--- src/rtl/mips_pkg.sv ---
// -----------------------------------------------------------------------------
// mips_pkg
// Shared constants for the MIPS pipeline blocks.
//   - MDU operation codes carried on the op input of mdu_iterative.
//   - MDU sequencer state encoding (IDLE -> PREP -> ITER -> FIX).
//   - Small helpers that decode an MDU op code.
// -----------------------------------------------------------------------------
package mips_pkg;

    // MDU operation codes: bit 1 selects divide, bit 0 selects unsigned.
    localparam logic [1:0] MDU_MULT  = 2'b00;
    localparam logic [1:0] MDU_MULTU = 2'b01;
    localparam logic [1:0] MDU_DIV   = 2'b10;
    localparam logic [1:0] MDU_DIVU  = 2'b11;

    // MDU sequencer states.
    localparam logic [1:0] MDU_IDLE = 2'b00;
    localparam logic [1:0] MDU_PREP = 2'b01;
    localparam logic [1:0] MDU_ITER = 2'b10;
    localparam logic [1:0] MDU_FIX  = 2'b11;

    // True for DIV/DIVU.
    function automatic logic mduIsDiv(input logic [1:0] opCode);
        return opCode[1];
    endfunction

    // True for the two's-complement ops MULT/DIV.
    function automatic logic mduIsSigned(input logic [1:0] opCode);
        return ~opCode[0];
    endfunction

endpackage

--- src/rtl/mdu_iter_core.sv ---
// -----------------------------------------------------------------------------
// mdu_iter_core
// One combinational step of the iterative multiply/divide datapath.
//   acc       in   2*WIDTH  working register
//                           multiply: {partial product high, remaining multiplier}
//                           divide:   {partial remainder, remaining dividend/quotient}
//   operand   in   WIDTH    multiplicand magnitude (multiply) or divisor magnitude (divide)
//   op_is_div in   1        1 = restoring-divide step, 0 = shift-add multiply step
//   acc_next  out  2*WIDTH  working register after this step
//   q_bit     out  1        quotient bit produced by a divide step (0 for multiply)
// -----------------------------------------------------------------------------
module mdu_iter_core #(
    parameter int WIDTH = 32
) (
    input  logic [2*WIDTH-1:0] acc,
    input  logic [WIDTH-1:0]   operand,
    input  logic               op_is_div,
    output logic [2*WIDTH-1:0] acc_next,
    output logic               q_bit
);

    logic [WIDTH:0]   sum;
    logic [WIDTH:0]   window;
    logic [WIDTH-1:0] diff;
    logic             fits;

    // Multiply: add the multiplicand into the upper half when the current
    // multiplier bit (acc[0]) is set, then shift the whole register right,
    // carrying the adder carry into the top bit.
    // Divide: shift the next dividend bit into the partial remainder (window)
    // and subtract the divisor when it fits. The remainder is always below the
    // divisor, so a successful difference fits in WIDTH bits. Bit 0 of the
    // divide result is left clear; the caller merges q_bit there.
    always_comb begin
        sum      = {1'b0, acc[2*WIDTH-1:WIDTH]} + {1'b0, operand};
        window   = {acc[2*WIDTH-1:WIDTH], acc[WIDTH-1]};
        fits     = (window >= {1'b0, operand});
        diff     = window[WIDTH-1:0] - operand;
        acc_next = '0;
        q_bit    = 1'b0;
        if (op_is_div) begin
            q_bit = fits;
            if (fits) begin
                acc_next = {diff, acc[WIDTH-2:0], 1'b0};
            end else begin
                acc_next = {acc[2*WIDTH-2:0], 1'b0};
            end
        end else if (acc[0]) begin
            acc_next = {sum, acc[WIDTH-1:1]};
        end else begin
            acc_next = {1'b0, acc[2*WIDTH-1:1]};
        end
    end

endmodule

--- src/rtl/mdu_iterative.sv ---
// -----------------------------------------------------------------------------
// mdu_iterative
// Iterative multiply/divide unit with architectural HI/LO registers. Sits in EX
// beside the ALU; MULT/MULTU/DIV/DIVU take WIDTH+2 cycles and raise busy so the
// hazard logic stalls MFHI/MFLO and further MDU ops.
//   clk     in   1      clock
//   rst     in   1      asynchronous active-high reset
//   start   in   1      launch op with a/b (taken only when idle)
//   op      in   2      00 MULT, 01 MULTU, 10 DIV, 11 DIVU
//   a       in   WIDTH  multiplicand / dividend
//   b       in   WIDTH  multiplier / divisor
//   cancel  in   1      abort the op in flight, HI/LO untouched
//   hi_we   in   1      MTHI write (idle only)
//   lo_we   in   1      MTLO write (idle only)
//   wdata   in   WIDTH  MTHI/MTLO data
//   busy    out  1      op in flight
//   done    out  1      one-cycle pulse, HI/LO already hold the result
//   hi      out  WIDTH  HI register (product high / remainder)
//   lo      out  WIDTH  LO register (product low / quotient)
// -----------------------------------------------------------------------------
module mdu_iterative
    import mips_pkg::*;
#(
    parameter int WIDTH = 32
) (
    input  logic             clk,
    input  logic             rst,
    input  logic             start,
    input  logic [1:0]       op,
    input  logic [WIDTH-1:0] a,
    input  logic [WIDTH-1:0] b,
    input  logic             cancel,
    input  logic             hi_we,
    input  logic             lo_we,
    input  logic [WIDTH-1:0] wdata,
    output logic             busy,
    output logic             done,
    output logic [WIDTH-1:0] hi,
    output logic [WIDTH-1:0] lo
);

    localparam int            CW       = $clog2(WIDTH);
    localparam logic [CW-1:0] LAST_ITR = CW'(WIDTH - 1);

    logic [1:0]         state_q,   state_d;
    logic [CW-1:0]      cnt_q,     cnt_d;
    logic [1:0]         op_q,      op_d;
    logic [WIDTH-1:0]   a_q,       a_d;
    logic [WIDTH-1:0]   b_q,       b_d;
    logic [WIDTH-1:0]   opnd_q,    opnd_d;
    logic [2*WIDTH-1:0] acc_q,     acc_d;
    logic               negRes_q,  negRes_d;
    logic               negRem_q,  negRem_d;
    logic               divZero_q, divZero_d;
    logic [WIDTH-1:0]   hi_q,      hi_d;
    logic [WIDTH-1:0]   lo_q,      lo_d;
    logic               done_q,    done_d;

    logic [2*WIDTH-1:0] coreNext;
    logic               coreQBit;
    logic               aNeg, bNeg;
    logic [WIDTH-1:0]   aMag, bMag;
    logic [2*WIDTH-1:0] prodFix;
    logic [WIDTH-1:0]   quoFix, remFix;

    mdu_iter_core #(
        .WIDTH(WIDTH)
    ) u_core (
        .acc      (acc_q),
        .operand  (opnd_q),
        .op_is_div(mduIsDiv(op_q)),
        .acc_next (coreNext),
        .q_bit    (coreQBit)
    );

    // Magnitudes of the latched operands and the sign-corrected results.
    // The core always works on unsigned magnitudes; the sign flags recorded
    // in PREP are applied once in FIX. MIN_INT keeps its bit pattern as a
    // magnitude, which is exactly 2^(WIDTH-1) when read as unsigned.
    always_comb begin
        aNeg    = mduIsSigned(op_q) & a_q[WIDTH-1];
        bNeg    = mduIsSigned(op_q) & b_q[WIDTH-1];
        aMag    = aNeg ? -a_q : a_q;
        bMag    = bNeg ? -b_q : b_q;
        prodFix = negRes_q ? -acc_q : acc_q;
        quoFix  = negRes_q ? -acc_q[WIDTH-1:0] : acc_q[WIDTH-1:0];
        remFix  = negRem_q ? -acc_q[2*WIDTH-1:WIDTH] : acc_q[2*WIDTH-1:WIDTH];
    end

    // Sequencer. IDLE takes MTHI/MTLO writes and new ops; PREP loads the
    // working register with magnitudes; ITER runs exactly WIDTH core steps
    // regardless of operand values; FIX commits HI/LO and raises done for the
    // following cycle, when the unit is already back in IDLE. Cancel in any
    // busy state drops the op without touching HI/LO, and a start that
    // coincides with cancel is ignored.
    always_comb begin
        state_d   = state_q;
        cnt_d     = cnt_q;
        op_d      = op_q;
        a_d       = a_q;
        b_d       = b_q;
        opnd_d    = opnd_q;
        acc_d     = acc_q;
        negRes_d  = negRes_q;
        negRem_d  = negRem_q;
        divZero_d = divZero_q;
        hi_d      = hi_q;
        lo_d      = lo_q;
        done_d    = 1'b0;

        case (state_q)
            MDU_IDLE: begin
                if (hi_we) begin
                    hi_d = wdata;
                end
                if (lo_we) begin
                    lo_d = wdata;
                end
                if (start && !cancel) begin
                    op_d    = op;
                    a_d     = a;
                    b_d     = b;
                    state_d = MDU_PREP;
                end
            end

            MDU_PREP: begin
                if (cancel) begin
                    state_d = MDU_IDLE;
                end else begin
                    negRes_d = aNeg ^ bNeg;
                    if (mduIsDiv(op_q)) begin
                        acc_d     = {{WIDTH{1'b0}}, aMag};
                        opnd_d    = bMag;
                        negRem_d  = aNeg;
                        divZero_d = (b_q == '0);
                    end else begin
                        acc_d     = {{WIDTH{1'b0}}, bMag};
                        opnd_d    = aMag;
                        negRem_d  = 1'b0;
                        divZero_d = 1'b0;
                    end
                    cnt_d   = '0;
                    state_d = MDU_ITER;
                end
            end

            MDU_ITER: begin
                if (cancel) begin
                    cnt_d   = '0;
                    state_d = MDU_IDLE;
                end else begin
                    acc_d = {coreNext[2*WIDTH-1:1],
                             mduIsDiv(op_q) ? coreQBit : coreNext[0]};
                    if (cnt_q == LAST_ITR) begin
                        cnt_d   = '0;
                        state_d = MDU_FIX;
                    end else begin
                        cnt_d = cnt_q + CW'(1);
                    end
                end
            end

            MDU_FIX: begin
                if (!cancel) begin
                    if (!mduIsDiv(op_q)) begin
                        {hi_d, lo_d} = prodFix;
                    end else if (divZero_q) begin
                        lo_d = '1;
                        hi_d = a_q;
                    end else begin
                        lo_d = quoFix;
                        hi_d = remFix;
                    end
                    done_d = 1'b1;
                end
                state_d = MDU_IDLE;
            end

            default: begin
                state_d = MDU_IDLE;
            end
        endcase
    end

    // State registers; reset clears everything including HI/LO.
    always_ff @(posedge clk or posedge rst) begin
        if (rst) begin
            state_q   <= MDU_IDLE;
            cnt_q     <= '0;
            op_q      <= MDU_MULT;
            a_q       <= '0;
            b_q       <= '0;
            opnd_q    <= '0;
            acc_q     <= '0;
            negRes_q  <= 1'b0;
            negRem_q  <= 1'b0;
            divZero_q <= 1'b0;
            hi_q      <= '0;
            lo_q      <= '0;
            done_q    <= 1'b0;
        end else begin
            state_q   <= state_d;
            cnt_q     <= cnt_d;
            op_q      <= op_d;
            a_q       <= a_d;
            b_q       <= b_d;
            opnd_q    <= opnd_d;
            acc_q     <= acc_d;
            negRes_q  <= negRes_d;
            negRem_q  <= negRem_d;
            divZero_q <= divZero_d;
            hi_q      <= hi_d;
            lo_q      <= lo_d;
            done_q    <= done_d;
        end
    end

    // Outputs come straight from registers.
    always_comb begin
        busy = (state_q != MDU_IDLE);
        done = done_q;
        hi   = hi_q;
        lo   = lo_q;
    end

endmodule

--- config.mk ---
export PLATFORM = sky130hd
export DESIGN_NAME = mdu_iterative
export DESIGN_NICKNAME = d
export VERILOG_FILES = /design/src/rtl/mips_pkg.sv /design/src/rtl/mdu_iter_core.sv /design/src/rtl/mdu_iterative.sv
export SDC_FILE = /design/constraint.sdc
export NUM_CORES = 1
export LEC_CHECK = 0
export ABC_AREA = 1
export CAP_MARGIN = 20
export CELL_PAD_IN_SITES_DETAIL_PLACEMENT = 0
export CELL_PAD_IN_SITES_GLOBAL_PLACEMENT = 1
export CORE_MARGIN = 2
export CORE_UTILIZATION = 43
export CTS_BUF_LIST = sky130_fd_sc_hd__clkbuf_8
export DETAILED_ROUTE_END_ITERATION = 10
export PLACE_DENSITY = 0.95
export SLEW_MARGIN = 10
export SYNTH_ARGS = -nofsm -noshare
export SYNTH_HDL_FRONTEND = slang
export SYNTH_HIERARCHICAL = 1
export SYNTH_SLANG_ARGS = --single-unit
--- constraint.sdc ---
create_clock -name clk -period 9.9 [get_ports clk]
set_clock_uncertainty 0.05 [all_clocks]
set_input_delay 1.98 -clock clk [delete_from_list [all_inputs] [get_ports clk]]
set_output_delay 1.98 -clock clk [all_outputs]
set_load 0.03 [all_outputs]
==> Word-level counts from Yosys, hierarchy flattened <==
Index checks and enable logic that the tools add are counted.
{ "totals": {"wordCells": 89, "regBits": 237, "in_bits": 104, "out_inout_bits": 66} }
{ "classes": {"muxes": 37, "eq_ne": 11, "n_lt_le_gt_ge": 1, "addsub": 8, "reduce_logical": 14, "bitwise": 5} }
{ "ops": {"columns": ["operator", "n"], "rows": [
  ["32-bit two-way mux", 14],
  ["64-bit two-way mux", 6],
  ["32-bit negator", 4],
  ["32-bit case mux with 2 select lines", 2],
  ["64-bit case mux with 2 select lines", 1],
  ["64-bit negator", 1],
  ["32-bit by 32-bit adder with 33-bit output", 1],
  ["33-bit by 32-bit greater-or-equal comparator with 1-bit output", 1],
  ["32-bit logical NOT", 1],
  ["32-bit subtractor", 1],
  ["5-bit two-way mux", 3],
  ["2-bit inequality test, second input constant", 6],
  ["5-bit case mux with 2 select lines", 1],
  ["3-bit AND reduction", 3],
  ["2-bit two-way mux", 4],
  ["2-bit case mux with 4 select lines", 1],
  ["2-bit AND reduction", 4],
  ["2-bit nonzero test", 3],
  ["5-bit by 1-bit adder with 5-bit output, second input constant", 1],
  ["5-bit == test, second input constant", 1],
  ["1-bit two-way mux", 5],
  ["2-bit == test, second input constant", 2],
  ["3-bit inequality test, second input constant", 1],
  ["1-bit bitwise AND", 2],
  ["other kinds (6)", 7]
]} }

==> Depth between registers and ports, before layout <==
{ "logic_depth": {"ltp_word": 6, "ltp_mapped": 19, "depth_no_buf": 18} }

==> Hierarchy <==
The synthesis kept the hierarchy.
{ "by_module_without_submodules": {"columns": ["module", "instances", "cells_per_inst", "seq_area_each_um2", "area_per_inst_um2"], "rows": [
  ["mdu_iterative", 1, 2323, 5930.7, 15521.1],
  ["mdu_iter_core", 1, 1367, 0.0, 6503.7]
]} }

==> Worst setup path before layout <==
No wires, ideal clock.
{ "synth_timing": {"path_type": "input to register", "start": "in cancel", "end": "reg opnd_q[1]", "path_stages": 5, "path_slack_ns": 6.882, "arrival_time_ns": 2.835, "required_time_ns": 9.717, "path_buffers": 1, "setup_ns": 0.133, "path_cell_list": "inv_1 -> nand3_2 -> nor2_2 -> clkbuf_1 -> a21oi_1"} }
{ "synth_via": {"elab_chain_cells": 2} }
{ "synth_lines": {"columns": ["element", "line_no", "rtl"], "rows": [
  ["start, declared", "mdu_iterative.sv:32", "input logic cancel,"],
  ["1-bit inverter (no source line)", null, null],
  ["2-bit AND reduction (no source line)", null, null],
  ["end signal, assigned", "mdu_iterative.sv:208", "opnd_q <= opnd_d;"],
  ["end, declared", "mdu_iterative.sv:50", "logic [WIDTH-1:0] opnd_q, opnd_d;"]
]} }
No other way between the ends.
A chain may end at the register's enable or synchronous reset.

==> Worst setup path in the final report <==
{ "layout_timing": {"start": "reg acc_q[39]", "end": "reg acc_q[0]"} }
{ "layout_via": {"elab_chain_cells": 4} }
{ "layout_lines": {"columns": ["element", "line_no", "rtl"], "rows": [
  ["start, declared", "mdu_iterative.sv:51", "logic [2*WIDTH-1:0] acc_q, acc_d;"],
  ["start signal, assigned", "mdu_iterative.sv:195", "acc_q <= '0;"],
  ["start signal, assigned", "mdu_iterative.sv:209", "acc_q <= acc_d;"],
  ["33-bit by 32-bit greater-or-equal comparator with 1-bit output", "mdu_iter_core.sv:37", "fits = (window >= {1'b0, operand});"],
  ["via coreQBit", "mdu_iterative.sv:60", "logic coreQBit;"],
  ["1-bit two-way mux", "mdu_iterative.sv:154", "mduIsDiv(op_q) ? coreQBit : coreNext[0]};"],
  ["64-bit two-way mux", "mdu_iterative.sv:149", "if (cancel) begin"],
  ["64-bit case mux with 2 select lines", "mdu_iterative.sv:111", "case (state_q)"]
]} }
The timed path passes the listed nets, and every way through them passes these cells. The select of a mux whose other input is x is not followed.

==> metrics.md <==
| Metric | Value |
|---|---|
| Site Rows | `82` |
| Instance area after placement | `24140 um2` |
| Global-route congestion overflow total | `0` |
| Overall global routing resource usage | `34.33%` |
| Die area | `approximately 53000 um2` |
| Post-Route Setup TNS | `0 ns` |
| Crit path time final | `4.487 ns` |
| HP Start | `lo[11]` |
| Post-Syn Area | `22020 um2` |
| Hold Crit Class | `reg -> reg` |
| Post-route cell area | `25130 um2` |
| Final Net Count | `3977` |
| Kind of critical path | `reg -> reg` |
| Area Overhead vs Synth | `14.08%` |
| Post-CTS resize count | `0` |
| I/O Buffers | `169` |
| Worst Tran Pin Value | `roughly 1.0 ns` |
| First-pass GRT wire length | `138100 um` |
| Reg clk slew, reported paths | `0.07 ns` |
| Slowest stage delay, CP | `0.72 ns` |
| GPL Wtd Cong | `1.048` |
| Synthesized Nets | `between 3000 and 4000` |
| RSZ-0062 raised after global routing | `no` |
| Initial Util | `roughly 44%` |
| Die Y | `230.3 um` |
| Max Cap Viol | `0` |
| Leading cell type in the layout, fill and taps excluded | `nand2_1` |
| Max H-tree Level | `2` |
| Worst hold stages | `2` |
| Residual DRC | `0` |
| Post-CTS setup buffer count | `0` |
| Most frequent cells in the layout | `nand2_1, nor2_1, inv_1` |
| Number of diodes | `0` |
| Worst R2R Start | `acc_q[39]` |
| ANT nets after route | `0` |
| Post-CTS Hold Fix Bufs | `0` |
| CTS tree | `done` |
| Worst path cell trace | `ha_1, nand2_2, inv_1, nand2_1, nand2_1, inv_1, nand3_2, nand2_2, nand2_2, nand2_2, nand2_2, nand2_1, inv_1, nor2_1, o21ai_0, nand2_1, o21ai_0` |
| Nature of the critical path endpoint | `register` |
| Core Util, Final | `49.88%` |
| Status | `complete, no violations` |
| Syn Area/Cell | `5.969 um2` |
| Worst reg-to-reg path cell count | `17` |
| Final setup fails | `0` |
| FMAX | `222.9 MHz` |
| Slew margin rel. | `30.66%` |
| CP required | `10.35 ns` |
| Synth area leaders | `dfrtp_1, nand2_1, nor2_1` |
| Peak supply drop | `0.1683 mV` |
| Post-Place Worst Slack | `approximately 5.0 ns` |
| Worst r2r dst | `acc_q[0]` |
| Chip width | `230.3 um` |
| Clock Root Buffer | `clkbuf_8` |
| Synth Flop Type | `dfrtp_1` |
| Worst path arrival time | `just under 5 ns` |
| Post-synthesis cell type count | `53` |
| Flops & latches, synth | `237` |
| Filler cells | `around 5400` |
| Crit-path max FO | `32` |
| Iteration-0 DRC count of the detailed router | `between 3000 and 4000` |
| Worst path slowest cell | `dfrtp_1` |
| Sequential share of the synthesized area | `26.93%` |
| First-pass DRT Iterations | `7` |
| Slew Limit Fails | `0` |
| Initial antenna violation count | `1` |
| Vias in the first global route | `between 20000 and 25000` |
| CORE AREA | `50380 um2` |
| YS warnings | `6` |
| Routed len/inst | `roughly 21 um` |
| Longest Clk Path Bufs | `3` |
| Period utilization | `45.32%` |
| Via/cell ratio | `approximately 5.6` |
| Top Family by Delay on Critical Path | `simple AND/OR/NAND/NOR gates` |
| Reg2reg setup slack | `5.41 ns` |
| Share of cells above drive strength 1 | `5.846%` |
| Synth area leader | `dfrtp_1` |
| Total clock sinks | `about 240` |
| CP Buf/Inv Count | `3` |
| Synth Instances | `3690` |
| CP most frequent cell | `nand2_2` |
| Wirelength, routed | `92660 um` |
| # IOs | `170` |
| Worst-Skew Late Latency | `0.66 ns` |
| Hpwl dp | `approximately 73000 um` |
| Pin count of the biggest net entering global routing | `137` |
| Leakage | `0.01282 uW` |
| Final Hold Fails | `0` |
| Final Worst Setup Slack | `5.413 ns` |
| Cell Pwr Density | `329.3 nW/um2` |
| Overall power | `8275 uW` |
| Vias | `25060` |
| Crit path launch type | `register` |
| Top-area cell type share of the netlist area | `26.93%` |
| Number of synthesized flops with an enable pin | `0` |
| Asr flop ratio synth | `100.0%` |
| Hold path endpoint | `lo[11]` |
| CTS Buf Count | `45` |
-- sequential cells by signal, summed over array words and instances, names as in the netlist --
signal     flops
negRem_q       1
op_q           2
done           1
hi            32
b_q           32
opnd_q        32
divZero_q      1
cnt_q          5
a_q           32
acc_q         64
lo            32
negRes_q       1
state_q        2
-- worst min-delay path: cells and delay by family, from the launching register on --
kind             cells  cell delay (ns)
AND/OR/NAND/NOR      2             0.11
flip-flops           1             0.35
-- worst max-delay path by stage --
stage	from	to	slack [ns]	cells past startpoint
after floorplan	rst	a_q[0]	1.37	1
after global placement	cancel	acc_q[4]	5.06	8
after detailed placement	cancel	acc_q[17]	5.04	8
after CTS	state_q[0]	busy	5.61	3
after global routing	acc_q[34]	acc_q[0]	5.28	17
final	acc_q[39]	acc_q[0]	5.41	17
-- report_power, final --
| part | internal [uW] | total (uW) | switching (uW) | leakage, uW |
|---|---|---|---|---|
| registers | 1270 | 1860 | 592 | 0.00274 |
| clock network | 590 | 1070 | 483 | 0.000539 |
| logic | 1670 | 5340 | 3680 | 0.00953 |
| total | 3520 | 8280 | 4750 | 0.0128 |
-- area by class of cell --
type / instances / area, um2 / share of cell area, %
Clock buffer: 52 / 715.7 / 2.848
Clock inverter: 26 / 246.5 / 0.9810
Timing Repair Buffer: 201 / 1957 / 7.788
Inverter: 474 / 1787 / 7.111
Multi-Input combinational cell: 2842 / 13640 / 54.30
Tap cell: 672 / 840.8 / 3.346
Sequential cell: 237 / 5936 / 23.62
-- Yosys cell counts (18+ instances only) --
| library cell | n |
|---|---|
| clkbuf_1 | 49 |
| xor2_1 | 55 |
| o211ai_1 | 23 |
| buf_1 | 20 |
| nand2_2 | 27 |
| nor3_1 | 18 |
| a21oi_1 | 324 |
| nand3_2 | 27 |
| inv_1 | 458 |
| nand3_1 | 311 |
| nor2_1 | 484 |
| dfrtp_1 | 237 |
| buf_2 | 50 |
| nor2_2 | 21 |
| o21ai_1 | 18 |
| o21ai_0 | 185 |
| ha_1 | 70 |
| nand4_1 | 33 |
| nand2_1 | 1126 |
-- routing by layer --
layer	vias up	track usage, %	share of wire (%)
met4	2	15.52	5.2
met2	1365	49.16	41
met5	-	0	0.014
met1	11460	50.11	44
li1	12010	-	-
met3	218	5.791	10
-- per-stage QoR --
stage,hold WS (ns),cells
after floorplan,0.4168,3690
after detailed placement,0.4225,4425
final,0.4367,4504
after global placement,0.4140,4425
after global routing,0.4792,4504
after CTS,0.4390,4503
-- kinds of logic (layout without fill, tap and decap cells) --
logic type / Yosys count / in the layout / share of synthesized area [%]
buf+inv: 611 / 753 / 11.18
simple gates: 2087 / 2087 / 39.93
fa+ha+maj: 72 / 72 / 4.158
compound gates: 607 / 607 / 14.74
xor+xnor: 72 / 72 / 2.863
mux: 4 / 4 / 0.2045
flops: 237 / 237 / 26.93
No activity file was read; power rests on OpenSTA's default activity.
==> patch, RTL diff (same flow settings) <==
Put a register stage on the output `lo`, with the module's reset. The value now appears one clock later. The other outputs are not delayed to match.
--- a/src/rtl/mdu_iterative.sv
+++ b/src/rtl/mdu_iterative.sv
@@ -42,6 +42,8 @@
     localparam int            CW       = $clog2(WIDTH);
     localparam logic [CW-1:0] LAST_ITR = CW'(WIDTH - 1);
 
+    logic [WIDTH-1:0] lo_c;
+
     logic [1:0]         state_q,   state_d;
     logic [CW-1:0]      cnt_q,     cnt_d;
     logic [1:0]         op_q,      op_d;
@@ -221,7 +223,15 @@
         busy = (state_q != MDU_IDLE);
         done = done_q;
         hi   = hi_q;
-        lo   = lo_q;
+        lo_c = lo_q;
+    end
+
+    always_ff @(posedge clk or posedge rst) begin
+        if (rst) begin
+            lo <= '0;
+        end else begin
+            lo <= lo_c;
+        end
     end
 
 endmodule
Function: changed (Yosys sat finds a counterexample within 4 cycles, from zero or initial values and one cycle with rst high).
==> patch against the original RTL <==
Combinational power up 34%. Worst setup slack better by 0.024 ns. Die area up 2.9%. Sequential cell count up 32. Sequential share of layout area up 2.4 points. Count of clock-buffer cells in the layout up 11. Highest routed layer unchanged. Final area up 3.2%. Synthesized area up 3.0%. Total power up 28%. Routed wire length down 1.5%.
==> patch: results <==
[logic_synthesis]
synth_area_leaders = "dfrtp_1, nand2_1, a21oi_1"
ys_seq_area_share_pct = 29.68
syn_nets = 3861
yosysWarningCount = 6
synth_cell_type_count = 56
syn_inst = 3685
synth-async-reset-ratio_pct = 100.0
synth_top_cells_by_count = "nand2_1, nor2_1, inv_1, a21oi_1, nand3_1"

[critical_path]
worst_path_max_delay_cell = "clkdlybuf4s50_1"
max_stage_delay_ns = 0.66
critPathTopFamily = "buffers and inverters"
arrival_ns = 2.43
crit_path_max_fanout = 4

[cts]
cts_buffers = 48
ctsRootBufferMaster = "clkbuf_8"
post_cts.repair.setup_buffers = 0
cts_htree_levels = 2
clk_pin_slew_ns = 0.06
ctsResizeCount = 0
clock_path_buffers = 3
clkLatencyLatePin_ns = 0.64

[global_route]
grt_pass1_wl_um = 136200
grt_max_degree = 148
grt_pass1_vias = 22560
gr-usage-all-layers_pct = 33.09
grt_antenna_before_repair = 2

[detailed_routing]
drtIter0Drc = 3610
routedWlPerCell_um = 20.20
drtPass1Iterations = 7
viasPerCell = 5.576
routed-via-count = 25190

[cells_and_area]
insertedDiodeCount = 0
nNetsFinal = 3967
regMostFlops = "acc_q"
drive_above_1_share_pct = 5.798
largest_reg_flops = 64

[sta]
hold_viol = 0
worst_slew_pin_slew_ns = 1.031

[place]
placed_area_mm2 = 0.02482
place.gp.congestion = 1.055
dp_hpwl_um = 70700
placed_cells = 4427
portBuffers = 169
dpl_worst_slack_ns = 5.358

[pwr]
ir_drop_uv = 173.9
p_leak_uw = 0.01311

[hold_path]
min_path_type = "reg2reg"

[status]
outcome = "finished, final reports clean"
-- patch: worst register-to-register path, stage by stage, from the launching register on --
cell	delay [ns]
dfrtp_1	0.71
ha_1	0.40
nand2_2	0.13
inv_1	0.04
nand2_1	0.05
nand2_1	0.06
inv_1	0.07
nand3_2	0.13
nand2_2	0.10
nand2_2	0.06
nand2_2	0.59
nand2_2	0.65
nand2_1	0.42
inv_1	0.22
nor2_1	0.19
o21ai_0	0.14
nand2_1	0.08
o21ai_0	0.08
-- patch: power by group --
part	internal, uW	switching [uW]	total (uW)	leakage (uW)
Clock	649	502	1150	0.000598
Sequential	1610	729	2340	0.00309
Combinational	2170	4960	7130	0.00942
Total	4430	6190	10600	0.0131
-- patch: stage by stage --
step / hold slack [ns] / power (uW)
after floorplan: 0.3040 / 6766
after global placement: 0.3069 / 9129
after detailed placement: 0.3111 / 9164
after CTS: 0.3169 / 10340
after global routing: 0.3215 / 11330
final: 0.2994 / 10620
-- patch: path summary, 6_finish.rpt --
kind,startpoint,end,slack [ns],depth (start not counted)
max in group asynchronous,rst,lo[28],6.53,3
worst max-delay path,state_q[0],busy,5.44,3
worst min-delay path,lo_c[30],lo[30],0.30,0
min in group asynchronous,rst,a_q[15],1.84,2
worst min register to register,lo_c[30],lo[30],0.30,0
worst max register to register,acc_q[38],acc_q[0],5.58,17
-- patch: cell type report --
class	instances	area [um2]
clock buffers	63	867.1
clock inverters	25	192.7
fillers	5506	26410
inverters	462	1742
multi-input cells	2815	13590
flip-flops and latches	269	6736
well taps	688	860.8
repair buffers	195	1939
-- patch: routing by layer --
layer / vias up / wire length [um] / track usage [%] / part of all wire [%]
met5: - / 26 / 0 / 0.028
met4: 4 / 4847 / 15.72 / 5.3
met3: 226 / 10370 / 6.580 / 11
met2: 1440 / 37070 / 46.53 / 41
met1: 11510 / 38940 / 48.12 / 43
li1: 12010 / - / - / -
-- patch: logic make-up after synthesis --
kind of cell	synth area share [%]
flip-flops	29.68
adder cells (fa/ha/maj)	4.038
AO/OA/AOI/OAI	15.50
XOR/XNOR	2.394
buffers and inverters	10.49
multiplexers	0.1986
AND/OR/NAND/NOR	37.70
